<file path="src/rtl/turn_sequencer.sv">
// Turn/hazard indicator sequencer for a bank of NLEDS LEDs: walks a dot or grows a bar
// left/right at a CLK_DIV step rate, and flashes the whole bank NFLASH times on hazard.
module turn_sequencer #(
  parameter int NLEDS   = 8,
  parameter int CLK_DIV = 1,
  parameter int NFLASH  = 3
) (
  input  logic             i_clk,
  input  logic             i_reset,
  input  logic             i_left_stb,
  input  logic             i_right_stb,
  input  logic             i_hazard_stb,
  input  logic             i_fill,
  output logic [NLEDS-1:0] o_led,
  output logic             o_busy
);
  localparam int PW = $clog2(NLEDS);
  localparam int DW = (CLK_DIV > 1) ? $clog2(CLK_DIV) : 1;
  localparam int FW = $clog2(2*NFLASH+1);
  localparam logic [PW-1:0]    POS_LAST   = PW'(NLEDS-1);
  localparam logic [DW-1:0]    DIV_LAST   = DW'(CLK_DIV-1);
  localparam logic [FW-1:0]    FLASH_LAST = FW'(2*NFLASH-1);
  localparam logic [NLEDS-1:0] LED_ALL    = {NLEDS{1'b1}};
  localparam logic [NLEDS-1:0] LED_OFF    = {NLEDS{1'b0}};

  typedef enum logic [1:0] {
    S_IDLE   = 2'd0,
    S_LEFT   = 2'd1,
    S_RIGHT  = 2'd2,
    S_HAZARD = 2'd3
  } state_t;

  state_t           state_q, state_d;
  logic [PW-1:0]    pos_q, pos_d;
  logic [DW-1:0]    div_q, div_d;
  logic [FW-1:0]    flash_q, flash_d;
  logic             fill_q, fill_d;
  logic [NLEDS-1:0] led_q, led_d;
  logic             busy_q, busy_d;

  logic          stb_l, stb_r, tick, at_end, reverse;
  logic [PW-1:0] pos_step;

  function automatic logic [NLEDS-1:0] led_bit(input logic [PW-1:0] p);
    return NLEDS'(1) << p;
  endfunction

  assign stb_l    = i_left_stb & ~i_right_stb;
  assign stb_r    = i_right_stb & ~i_left_stb;
  assign tick     = (div_q == DIV_LAST);
  // LEFT and RIGHT share one branch; these select the direction-dependent terms
  assign at_end   = (state_q == S_LEFT) ? (pos_q == POS_LAST) : (pos_q == PW'(0));
  assign reverse  = (state_q == S_LEFT) ? stb_r : stb_l;
  assign pos_step = (state_q == S_LEFT) ? (pos_q + PW'(1)) : (pos_q - PW'(1));

  // Next-state and next-pattern logic
  always_comb begin
    state_d = state_q;
    pos_d   = pos_q;
    div_d   = div_q;
    flash_d = flash_q;
    fill_d  = fill_q;
    led_d   = led_q;
    case (state_q)
      S_IDLE: begin
        div_d   = '0;
        flash_d = '0;
        if (i_hazard_stb) begin
          state_d = S_HAZARD;
          led_d   = LED_ALL;
        end else if (stb_l) begin
          state_d = S_LEFT;
          pos_d   = '0;
          fill_d  = i_fill;
          led_d   = led_bit(PW'(0));
        end else if (stb_r) begin
          state_d = S_RIGHT;
          pos_d   = POS_LAST;
          fill_d  = i_fill;
          led_d   = led_bit(POS_LAST);
        end else begin
          led_d   = LED_OFF;
        end
      end
      S_LEFT, S_RIGHT: begin
        if (i_hazard_stb) begin
          state_d = S_HAZARD;
          led_d   = LED_ALL;
          div_d   = '0;
          flash_d = '0;
        end else if (tick && at_end) begin
          state_d = S_IDLE;
          led_d   = LED_OFF;
          div_d   = '0;
        end else if (reverse) begin
          // divider is held so the reversed pattern keeps the remaining hold time
          state_d = (state_q == S_LEFT) ? S_RIGHT : S_LEFT;
          if (fill_q) begin
            led_d = led_bit(pos_q);
          end else begin
            led_d = led_q;
          end
        end else if (tick) begin
          pos_d = pos_step;
          div_d = '0;
          led_d = fill_q ? (led_q | led_bit(pos_step)) : led_bit(pos_step);
        end else begin
          div_d = div_q + DW'(1);
        end
      end
      S_HAZARD: begin
        if (tick) begin
          div_d = '0;
          if (flash_q == FLASH_LAST) begin
            state_d = S_IDLE;
            led_d   = LED_OFF;
            flash_d = '0;
          end else begin
            led_d   = ~led_q;
            flash_d = flash_q + FW'(1);
          end
        end else begin
          div_d = div_q + DW'(1);
        end
      end
      default: begin
        state_d = S_IDLE;
        led_d   = LED_OFF;
        div_d   = '0;
        flash_d = '0;
      end
    endcase
    busy_d = (state_d != S_IDLE);
  end

  // State and output registers
  always_ff @(posedge i_clk) begin
    if (i_reset) begin
      state_q <= S_IDLE;
      pos_q   <= '0;
      div_q   <= '0;
      flash_q <= '0;
      fill_q  <= 1'b0;
      led_q   <= LED_OFF;
      busy_q  <= 1'b0;
    end else begin
      state_q <= state_d;
      pos_q   <= pos_d;
      div_q   <= div_d;
      flash_q <= flash_d;
      fill_q  <= fill_d;
      led_q   <= led_d;
      busy_q  <= busy_d;
    end
  end

  assign o_led  = led_q;
  assign o_busy = busy_q;

  turn_sequencer_chk #(.NLEDS(NLEDS), .PW(PW)) u_chk (
    .i_clk   (i_clk),
    .i_reset (i_reset),
    .i_state (state_q),
    .i_pos   (pos_q),
    .i_led   (led_q),
    .i_busy  (busy_q),
    .i_fill  (fill_q)
  );
endmodule

// Invariant checker for turn_sequencer registered state.
module turn_sequencer_chk #(
  parameter int NLEDS = 8,
  parameter int PW    = 3
) (
  input logic             i_clk,
  input logic             i_reset,
  input logic [1:0]       i_state,
  input logic [PW-1:0]    i_pos,
  input logic [NLEDS-1:0] i_led,
  input logic             i_busy,
  input logic             i_fill
);
  localparam logic [1:0] ST_IDLE  = 2'd0;
  localparam logic [1:0] ST_LEFT  = 2'd1;
  localparam logic [1:0] ST_RIGHT = 2'd2;

  logic             armed_q;
  logic             walking_s;
  logic [NLEDS-1:0] bit_s, below_s, above_s;

  // A single contiguous run of ones (or zero) leaves nothing after adding its lowest bit
  function automatic logic is_run(input logic [NLEDS-1:0] x);
    logic [NLEDS-1:0] low;
    low = x & (~x + NLEDS'(1));
    return (x & (x + low)) == '0;
  endfunction

  assign walking_s = (i_state == ST_LEFT) || (i_state == ST_RIGHT);
  assign bit_s     = NLEDS'(1) << i_pos;
  assign below_s   = bit_s - NLEDS'(1);
  assign above_s   = ~((bit_s << 1) - NLEDS'(1));

  // Checks start one cycle after the first reset so register contents are defined
  always_ff @(posedge i_clk) begin
    armed_q <= armed_q | i_reset;
  end

  always @(posedge i_clk) begin
    if (armed_q) begin
      a_busy:  assert (i_busy == (i_state != ST_IDLE));
      a_idle:  assert ((i_state != ST_IDLE) || (i_led == '0));
      a_state: assert (i_state inside {2'd0, 2'd1, 2'd2, 2'd3});
      if (walking_s) begin
        a_nz:   assert (i_led != '0);
        a_pos:  assert ((i_led & bit_s) != '0);
        a_walk: assert (i_fill || $onehot0(i_led));
        a_run:  assert (!i_fill || is_run(i_led));
        a_left: assert (!i_fill || (i_state != ST_LEFT)  || ((i_led & above_s) == '0));
        a_rght: assert (!i_fill || (i_state != ST_RIGHT) || ((i_led & below_s) == '0));
      end
    end
  end
endmodule

</file>
<file path="config.mk">
export PLATFORM = sky130hd
export DESIGN_NAME = turn_sequencer
export DESIGN_NICKNAME = d
export VERILOG_FILES = /design/src/rtl/turn_sequencer.sv
export SDC_FILE = /design/constraint.sdc
export NUM_CORES = 1
export LEC_CHECK = 0
export ABC_AREA = 1
export BUFFER_PORTS_ARGS = -buffer_cell sky130_fd_sc_hd__buf_2
export CAP_MARGIN = 25
export CORE_ASPECT_RATIO = 1.1
export CORE_MARGIN = 2
export CORE_UTILIZATION = 50
export CTS_CLUSTER_DIAMETER = 150
export DETAILED_ROUTE_END_ITERATION = 6
export PLACE_DENSITY = 0.7
export SETUP_SLACK_MARGIN = 0.4
export SLEW_MARGIN = 10
export SYNTH_ARGS = -nofsm -noshare
export SYNTH_HDL_FRONTEND = slang
export SYNTH_SLANG_ARGS = --single-unit
</file>
<file path="constraint.sdc">
create_clock -name i_clk -period 2.95 [get_ports i_clk]
set_input_delay 0.1475 -clock i_clk [delete_from_list [all_inputs] [get_ports i_clk]]
set_output_delay 0.1475 -clock i_clk [all_outputs]
set_load 0.01 [all_outputs]
</file>
# Yosys cells after proc, flatten, opt, wreduce, memory -nomap -nowiden
# Index checks and enable logic that the tools add are counted.
totals:
  reg_bits: 19
  input_bits: 6
  out_inout_bits: 9
  elab_cells: 92
classes:
  add_sub_neg: 4
  eq_ne: 16
  shifts: 2
  mux: 44
  bitwise: 8
  reduce_logical: 11
ops:
  columns: ["op", "count"]
  rows:
  - ["$mux W8", 11]
  - ["$mux W3", 11]
  - ["$pmux W8 S3", 1]
  - ["$mux W2", 9]
  - ["$shl A1 B3 Y8 const A", 2]
  - ["$ne A2 B2 Y1 const B", 7]
  - ["$ne A5 B5 Y1 const B", 2]
  - ["$pmux W3 S3", 1]
  - ["$mux W1", 8]
  - ["$not A8 Y8", 1]
  - ["$or A8 B8 Y8", 1]
  - ["$reduce_and A7 Y1", 1]
  - ["$add A3 B1 Y3 const B", 2]
  - ["$eq A3 B3 Y1 const B", 2]
  - ["$pmux W2 S3", 1]
  - ["$pmux W3 S2", 1]
  - ["$reduce_and A3 Y1", 2]
  - ["$reduce_bool A2 Y1", 3]
  - ["$eq A2 B2 Y1 const B", 2]
  - ["$ne A4 B4 Y1 const B", 1]
  - ["$not A1 Y1", 4]
  - ["$logic_not A3 Y1", 1]
  - ["$ne A3 B3 Y1 const B", 1]
  - ["$pmux W1 S3", 1]
  - ["8 further kinds", 9]

# Logic depth before layout (Yosys ltp)
logic_depth:
  word_depth: 10
  mapped_depth: 12
  ltp_nobuf: 12

# Worst setup path after synthesis
# No wires, ideal clock.
synth_timing:
  path_type: "reg2reg"
  from: "register state_q[1]"
  to: "register led_q[4] (netlist: o_led[4])"
  arrival_ns: 1.707
  required_ns: 2.831
  setup_slack_ns: 1.124
  path_stages_with_launch: 13
  synth_period_minus_slack_ns: 1.826
  cell_sequence: "dfxtp_1 > inv_1 > ha_1 > inv_1 > fa_1 > inv_1 > nand3_1 > nand3_1 > nand2_1 > nand2_1 > nand2_1 > nand2_1 > a21oi_1"
synth_between:
  elab_chain_cells: 10
  word_cells_on_any_way: 21
  cone_classes: "eq/ne: 6; shift: 1; mux: 9; bitwise: 1; reduce/logical: 4"
synth_rtl:
  columns: ["element", "line", "text"]
  rows:
  - ["from (decl)", "33", "state_t state_q, state_d;"]
  - ["from (signal assigned)", "147", "state_q <= state_d;"]
  - ["$eq A2 B1 Y1", null, null]
  - ["$mux W3", "54", "assign pos_step = (state_q == S_LEFT) ? (pos_q + PW'(1)) : (pos_q - PW'(1));"]
  - ["$shl A1 B3 Y8", "45", "return NLEDS'(1) << p;"]
  - ["$or A8 B8 Y8", "106", "led_d = fill_q ? (led_q | led_bit(pos_step)) : led_bit(pos_step);"]
  - ["$mux W8", "106", null]
  - ["$mux W8", "103", "end else if (tick) begin"]
  - ["$mux W8", "95", "end else if (reverse) begin"]
  - ["$mux W8", "91", "end else if (tick && at_end) begin"]
  - ["$mux W8", "86", "if (i_hazard_stb) begin"]
  - ["$pmux W8 S3", "64", "case (state_q)"]
  - ["to (signal assigned)", "152", "led_q <= led_d;"]
  - ["to (decl)", "38", "logic [NLEDS-1:0] led_q, led_d;"]
# Several ways; a longest one is shown, not always the timed one. The select of a mux whose other input is x is not followed.
# A chain may end at the register's enable or synchronous reset.

# Final worst setup path
layout_timing:
  from: "register state_q[1]"
  to: "register led_q[5] (netlist: o_led[5])"
# The elaborated chain is that of the path after synthesis.

==> results.cfg <==
[run_status]
outcome = complete, no violations

[worst_setup_path]
crit_required_ps = 3150
endpoint = o_led[5]
reg2regPathDepth = 12
slowest_stage = fa_1
crit_path_end_kind = flip-flop
critPathLaunch = state_q[1]
critPathMostFrequentCell = nand2_1
reg2reg_to = o_led[5]
r2r_slack_ps = 870
critPathKind = flip-flop to flip-flop
crit_path_cell_trace = inv_1, ha_1, inv_1, fa_1, inv_1, nand3_1, nand3_1, nand2_1, nand2_1, nand2_1, nand2_1, a21oi_1
cpLargestDelayFamily = adder cells
crit_buf_inv = 3
rr_startpoint = state_q[1]
crit_arrival_ps = 2270
crit_fanout = 6
cp.depth = 12
critPathLaunchType = flip-flop
max_stage_delay_ps = 450

[drt]
wl_um = 3390
route.detailed.drc = 0
wl_per_cell_um = 11.65
first_iter_violations = 43
avgViaCountPerCell = 5.027
ant_nets = 0
drtPass1Iterations = 5
vias = 1463

[clocking]
cts_resized = 0
cts_buffer_depth = 2
cts_setup_buffers = 0
cts_buffers = 3
cts_root_buffer = clkbuf_4
cts_tree = yes
holdBufCountCts = 0
htreeDepth = 1
cts.sinks = 18
clkLatencyLatePin_ps = 300
clkTransAtPathRegs_ps = 120

[sta]
hold_violations = 0
worstMarginPinSlew_ps = 904.2
worst_slack_ps = 874.3
final-setup-viol-count = 0
timing.final.crit_share_pct = 70.36
holdWs_ps = 13.05
max_freq_mhz = 481.8
finClkSkew_ps = 1.625
period_needed_ps = 2076
maxSlewHeadroom_pct = 39.72
tns_ps = 0
rsz0062_at_grt = false
drv_slew = 0

[finish]
layout-drive-gt1-share_pct = 11.63
diodes = 0
fin_nets = 276
syn2layout_area_growth_pct = 7.848
final_core_util_pct = 57.05

[power]
powerDensity_nw_per_um2 = 1093
ir_drop_v = 0.0006755
leakage_nw = 0.8949
p_total_mw = 1.747

[global_route]
grt_max_degree = 17
grt_pass1_vias = 1322
gr-usage-all-layers_pct = 21.78
grt_pass1_wl_um = 5871
grt-ovfl-total = 0
antenna_found_initial = 0

[synthesis]
synth_top_family_by_area = simple AND/OR/NAND/NOR gates
synth.avg_cell_area_um2 = 6.052
ys_types = 23
synthAdderAreaFrac_pct = 9.789
seq_area_frac_synth_pct = 24.30
yosysTopAreaCellShare_pct = 24.30
synth-compound-area-share_pct = 18.73
synth_mux_area_share_pct = 0
ys_warn_count = 0
synth_simple_gate_area_share_pct = 35.19
netlist_instances = 245
yosys_register_bits = 18
synthTopCellsByArea = dfxtp_1, nand2_1, a21oi_1, inv_1, nor2_1
netlist_area_um2 = 1483
syn_nets = 262
yosysTopAreaCell = dfxtp_1
synth-xor-area-share_pct = 0

[die]
io_pins = 15
die_x_um = 55.92
core-area_um2 = 2803
num_rows = 20
initial_core_util_pct = 52.90
fp.dieH_um = 61.11
die_area_um2 = 3417

[placement]
dpl.hpwl_um = 2572
globalplace.congestion = 0.9575
portBuffers = 14
post-place-ws_ps = 886.8

[run]
drv_cap = 0

[worst_hold_path]
min_path_cells = 2
hold_class = primary input to flip-flop
==> cell type report <==
class	count	area [um2]
clock buffer	4	36.28
fill	311	1204
inverter	37	138.9
multi-input combinational	184	944.7
sequential	18	360.3
tap	33	41.29
timing repair buffer	15	77.57
==> how the worst min path moves through the flow <==
stage          startpoint     end  slack, ps
2_1_floorplan     i_reset  fill_q        220
3_3_place_gp      i_reset  fill_q        340
3_5_place_dp      i_reset  fill_q        340
4_1_cts           i_reset  fill_q          7
5_1_grt           i_reset  fill_q         10
6_report          i_reset  fill_q         10
==> report_power, final <==
| part | total [mW] | internal [mW] | switching, mW |
|---|---|---|---|
| registers | 0.446 | 0.341 | 0.105 |
| logic | 1.14 | 0.400 | 0.739 |
| clock network | 0.162 | 0.0753 | 0.0870 |
| total | 1.75 | 0.817 | 0.930 |
==> metrics by stage <==
step / std cells / cell area, um2
5_1_grt: 291 / 1599
3_3_place_gp: 287 / 1563
6_report: 291 / 1599
3_5_place_dp: 287 / 1563
2_1_floorplan: 245 / 1483
4_1_cts: 291 / 1599
==> placed cells by master (no fill, tap or decap), types with 2 or more instances in the layout <==
cell type,netlist,routed
nor2_1,34,34
clkbuf_4,0,3
nand3_2,4,4
ha_1,10,10
nand2_1,65,65
inv_2,2,2
o21ai_0,17,17
o211a_1,3,3
dfxtp_1,18,18
nand3_1,14,14
buf_2,1,14
nand2_2,2,2
inv_1,35,35
a21oi_1,28,28
==> synthesized netlist by cell type <==
| master | instances |
|---|---|
| dfxtp_1 | 18 |
| o211a_1 | 3 |
| inv_2 | 2 |
| clkbuf_1 | 2 |
| o211ai_1 | 1 |
| o21ai_0 | 17 |
| fa_1 | 1 |
| nand2_1 | 65 |
| nand2_2 | 2 |
| a21oi_1 | 28 |
| nand4_1 | 1 |
| nor3_2 | 1 |
| buf_4 | 2 |
| a31oi_1 | 1 |
| inv_1 | 35 |
| buf_2 | 1 |
| o21ai_2 | 1 |
| nand3_2 | 4 |
| ha_1 | 10 |
| nor2_1 | 34 |
| nand3_1 | 14 |
| nor2_4 | 1 |
| buf_6 | 1 |
==> logic make-up after synthesis <==
family                     count (synthesis)
DFF                                       18
AOI/OAI and AO/OA                         51
buffers and inverters                     43
adders and majority gates                 11
and+or+nand+nor                          122
==> sequential cells by signal, summed over array words and instances (netlist names) <==
signal and cells:
fill_q 1, flash_q 3, o_led 8, pos_q 3
state_q 2, o_busy 1
==> per-layer routing <==
layer  global-route usage (%)  vias up  routed length, um
met2                    36.39       23               1522
li1                         -      803                  -
met5                        0        -                  0
met1                    29.87      635               1735
met3                    3.151        2                115
met4                    6.463        0                 17
Power figures use the tool's default switching activity.
